[src/rtl/ps_shift_register_pkg.sv]
// Shared defaults for the parallel-load / serial-shift register.
package ps_shift_register_pkg;

   localparam int                         DEFAULT_WIDTH   = 8;
   localparam logic [DEFAULT_WIDTH-1:0]   DEFAULT_RST_VAL = '0;

endpackage : ps_shift_register_pkg

[src/rtl/ps_shift_register_cell.sv]
// One bit of the shift register: a load/shift 2:1 mux in front of a flop
// with asynchronous active-low reset.
module ps_shift_cell #(
   parameter logic RST_BIT = 1'b0
) (
   input  logic clk,
   input  logic rst,
   input  logic load,
   input  logic din_i,
   input  logic prev_bit,
   output logic q_o
);

   logic bit_d;
   logic bit_q;

   always_comb begin
      bit_d = load ? din_i : prev_bit;
   end

   always_ff @(posedge clk or negedge rst) begin
      if (!rst) begin
         bit_q <= RST_BIT;
      end else begin
         bit_q <= bit_d;
      end
   end

   assign q_o = bit_q;

endmodule : ps_shift_cell

[src/rtl/ps_shift_register.sv]
// Parallel-load, MSB-first serial-shift register with serial input and
// a full parallel tap; built from WIDTH single-bit cells.
module ps_shift_register
   import ps_shift_register_pkg::*;
#(
   parameter int               WIDTH   = DEFAULT_WIDTH,
   parameter logic [WIDTH-1:0] RST_VAL = '0
) (
   input  logic             clk,
   input  logic             rst,
   input  logic             load,
   input  logic [WIDTH-1:0] din,
   input  logic             sin,
   output logic             sout,
   output logic [WIDTH-1:0] qout
);

   // The MSB-out shift needs at least one bit of history besides the output.
   if (WIDTH < 2) begin : g_width_check
      $error("ps_shift_register: WIDTH must be >= 2");
   end

   logic [WIDTH-1:0] prev_bits;

   // Each cell takes its neighbour below; bit 0 takes the serial input.
   assign prev_bits = {qout[WIDTH-2:0], sin};

   for (genvar i = 0; i < WIDTH; i++) begin : g_cell
      ps_shift_cell #(
         .RST_BIT (RST_VAL[i])
      ) u_cell (
         .clk      (clk),
         .rst      (rst),
         .load     (load),
         .din_i    (din[i]),
         .prev_bit (prev_bits[i]),
         .q_o      (qout[i])
      );
   end

   assign sout = qout[WIDTH-1];

endmodule : ps_shift_register

[config.mk]
export PLATFORM = sky130hd
export DESIGN_NAME = ps_shift_register
export DESIGN_NICKNAME = d
export VERILOG_FILES = /design/src/rtl/ps_shift_register_pkg.sv /design/src/rtl/ps_shift_register_cell.sv /design/src/rtl/ps_shift_register.sv
export SDC_FILE = /design/constraint.sdc
export NUM_CORES = 1
export LEC_CHECK = 0
export BUFFER_PORTS_ARGS = -buffer_cell sky130_fd_sc_hd__buf_2
export CAP_MARGIN = 20
export CORE_AREA = 2 2 39 41
export CTS_CLUSTER_SIZE = 10
export DETAILED_ROUTE_END_ITERATION = 12
export DIE_AREA = 0 0 41 43
export HOLD_SLACK_MARGIN = 0.15
export PLACE_DENSITY = 0.53
export RECOVER_POWER = 100
export SLEW_MARGIN = 20
export SYNTH_ARGS = -nofsm -noshare
export SYNTH_HDL_FRONTEND = slang
export SYNTH_SLANG_ARGS = --single-unit
export TNS_END_PERCENT = 10
[constraint.sdc]
create_clock -name clk -period 1.95 [get_ports clk]
set_clock_uncertainty 0.1 [all_clocks]
set_input_delay 0 -clock clk [delete_from_list [all_inputs] [get_ports clk]]
set_output_delay 0 -clock clk [all_outputs]
set_load 0.05 [all_outputs]
# Word-level counts from Yosys, hierarchy flattened
# Index checks and enable logic that the tools add are counted.
word_totals:
  elab_cells: 16
  out_inout_bits: 9
  ff_bits: 8
classes:
  mux: 8
ops:
  columns: ["cell", "count"]
  rows:
  - ["$mux W1", 8]

# Longest topological paths before layout
depth:
  depth_word: 1
  depth_mapped: 2
  mapped_depth_nobuf: 1

# By module
# A second synthesis with hierarchy kept.
unflattened:
  cells_unflattened: 17
  hier_area_um2: 327.8
by_module_without_submodules:
  columns: ["mod", "seq_area_each_um2", "area_each_um2", "cells_per_inst", "instances"]
  rows:
  - ["ps_shift_cell", 25.0, 40.0, 2, 8]
  - ["ps_shift_register", 0.0, 7.5, 1, 1]

# Worst setup path before layout
# OpenSTA, ideal clock, no wires.
synth_timing:
  path_type: "reg2out"
  startpoint: "register g_cell[7].u_cell.bit_q"
  endpoint: "output qout[7]"
  path_stages_with_launch: 2
  arrival_time_ps: 886
  setup_slack_ps: 964
  path_buffers: 1
  cell_sequence: "dfrtp_1 > buf_4"
synth_lines:
  columns: ["item", "line", "text"]
  rows:
  - ["from (decl)", "ps_shift_register_cell.sv:15", "logic bit_q;"]
  - ["from (signal assigned)", "ps_shift_register_cell.sv:25", "bit_q <= bit_d;"]
  - ["to (decl)", "ps_shift_register.sv:15", "output logic [WIDTH-1:0] qout"]
# No word-level cell between the ends.

# Final worst setup path
layout_timing:
  startpoint: "input din[7]"
  endpoint: "register g_cell[7].u_cell.bit_q"
layout_via:
  elab_chain_cells: 1
layout_rtl:
  columns: ["item", "line", "text"]
  rows:
  - ["from (decl)", "ps_shift_register.sv:12", "input logic [WIDTH-1:0] din,"]
  - ["$mux W1", "ps_shift_register_cell.sv:18", "bit_d = load ? din_i : prev_bit;"]
  - ["net g_cell[7].u_cell.bit_d", "ps_shift_register_cell.sv:14", "logic bit_d;"]
# The timed path passes the listed nets, and every way through them passes these cells.

==> qor.yml <==
reg2regPathDepth: 2
grt_pass1_vias: 295
dr.pass1.iters: 2
gp_congestion: 0.5606
clkSinkCount: 8
final_nets: 71
synth_area_leaders: "dfrtp_1, mux2_4, buf_4"
whs_ns: 0.3979
clockBufferDepth: 2
largest_reg_flops: 8
worst-setup-path-type: "input pin to flip-flop"
h-tree-depth: 1
vias_per_cell: 4.068
hold_start: "sin"
numCtsBuffers: 3
min_period_over_period_pct: 75.00
cts_resized: 0
timing.setup.tns_ns: 0
power.share.clock_pct: 27.8
cp_slowest_cell: "dlygate4sd3_1"
cp_data_required_time_ns: 1.98
ir_drop_v: 0.0003150
switching_share_pct: 33.39
yosysSeqAreaShare_pct: 51.12
fp.dieArea_mm2: 0.001763
worst-path-buf-inv: 3
cp_top_family: "buffers and inverters"
syn_avg_cell_area_um2: 15.67
timing.fmax_mhz: 683.8
drt_iter0_drc: 2
drive_above_1_share_pct: 24.56
p_int_uw: 309.3
synth-seq-cells: 8
via_count: 297
area_growth_pct: 53.67
power-per-cell-area_mw_per_mm2: 771.4
hold_violations: 0
path_clk_slew_ns: 0.06
cpMostUsedCell: "dlygate4sd3_1"
status: "finished clean"
numPortBuffers: 20
initial_core_util_pct: 28.30
pin_count: 21
hold_end: "g_cell[0].u_cell.q_o$_DFF_PN0_"
p_leak_uw: 0.0002684
worst_pin_slew_ns: 0.6080
power.net_switching_uw: 155.0
min_period_ns: 1.462
reg2reg_slack_ns: 0.52
synth_area_um2: 391.6
diodes: 0
hold_class: "input pin to flip-flop"
critical_path_arrival_ns: 1.49
regToRegStartpoint: "g_cell[5].u_cell.q_o$_DFF_PN0_"
detail-route-antenna-nets: 0
reg2reg_to: "g_cell[6].u_cell.q_o$_DFF_PN0_"
drc: 0
core_area_mm2: 0.001384
num_rows: 14
crit_fanout: 1
antenna_found_initial: 0
synth_top_area_cell: "dfrtp_1"
slew_viol_final: 0
yosysWarnings: 0
wirelength_um: 751
clkLatencyLatePin_ns: 0.25
max_stage_delay_ns: 0.55
relSlewSlack_pct: 59.64
cts-root-buf: "clkbuf_4"
die_y_um: 43
hold_depth: 3
rsz0062_at_grt: "no"
ys_types: 4
overflow: 0
cp_cell_sequence: "dlygate4sd3_1 -> buf_2 -> mux2_1 -> dlygate4sd3_1"
grt_pass1_wl_um: 1145
crit_path_start_kind: "input pin"
maxCapViolCount: 0
grt_start_max_net_pins: 9
p_seq_share_pct: 40.7
die_w_um: 41
combPwrFrac_pct: 31.5
synthCells: 25
setup_viol: 0
cts_tree: "built"
synth.top_cell.area_share_pct: 51.12
syn-num-nets: 37
cp-end-kind: "flip-flop"
track_usage_pct: 10.00
post_drt_wl_per_cell_um: 10.29
==> layer usage <==
layer	vias to the layer above	global-route usage [%]	share of wire [%]
met1	141	10.82	43
met5	-	0	0
met4	0	4.000	0
met3	0	4.712	8.1
li1	141	-	-
met2	15	15.94	49
==> cells in the final DEF (no fill, tap or decap), drive strengths merged <==
master	instances
dfrtp	8
clkbuf	12
mux2	8
dlygate4sd3	18
buf	11
==> metrics by stage <==
stage	instances	utilization (%)	area [um2]	setup WS, ns	total power [uW]
global route	73	43.49	601.8	0.4690	492.1
finish	73	43.49	601.8	0.4876	464.3
CTS	73	46.47	643.1	0.5250	489.0
detailed placement	52	31.83	440.4	1.085	322.8
floorplan	25	-	391.6	0.9637	312.5
global placement	52	31.83	440.4	1.093	321.3
==> repair_timing <==
action	CTS	global route
hold buffers	18	0
hold endpoints to repair	16	0
setup buffers	0	0
==> Yosys cell counts <==
cell type  instances
mux2_4             8
buf_6              1
buf_4              8
dfrtp_1            8
==> power groups by stage <==
stage / combinational [uW] / sequential, uW / clock (uW)
global placement: 129 / 192 / 0
finish: 146 / 189 / 129
detailed placement: 130 / 193 / 0
global route: 156 / 191 / 145
CTS: 167 / 190 / 132
floorplan: 114 / 199 / 0
==> cell type report <==
cell class / instances / area, um2
Clock buffer: 3 / 22.52
Tap cell: 16 / 20.02
Sequential cell: 8 / 200.2
Fill cell: 149 / 782.0
Multi-Input combinational cell: 8 / 90.09
Timing Repair Buffer: 38 / 269.0
==> cells by family after synthesis <==
group | after synthesis | synth area share (%)
buffers and inverters | 9 | 18.21
flip-flops | 8 | 51.12
multiplexers | 8 | 30.67
==> worst min-delay path, delay by kind of cell <==
kind / cells / cell delay (ns)
buffers and inverters: 2 / 0.60
muxes: 1 / 0.10
==> worst max path at each step <==
stage                                         startpoint                        endpoint  slack, ns  cells after the start
after floorplan           g_cell[7].u_cell.q_o$_DFF_PN0_                         qout[7]       0.96                      1
after global placement    g_cell[5].u_cell.q_o$_DFF_PN0_  g_cell[6].u_cell.q_o$_DFF_PN0_       1.09                      1
after detailed placement  g_cell[5].u_cell.q_o$_DFF_PN0_  g_cell[6].u_cell.q_o$_DFF_PN0_       1.08                      1
after CTS                 g_cell[5].u_cell.q_o$_DFF_PN0_  g_cell[6].u_cell.q_o$_DFF_PN0_       0.53                      2
after global routing                              din[3]  g_cell[3].u_cell.q_o$_DFF_PN0_       0.47                      4
final                                             din[7]  g_cell[7].u_cell.q_o$_DFF_PN0_       0.49                      4
(Power assumes the default switching activity.)
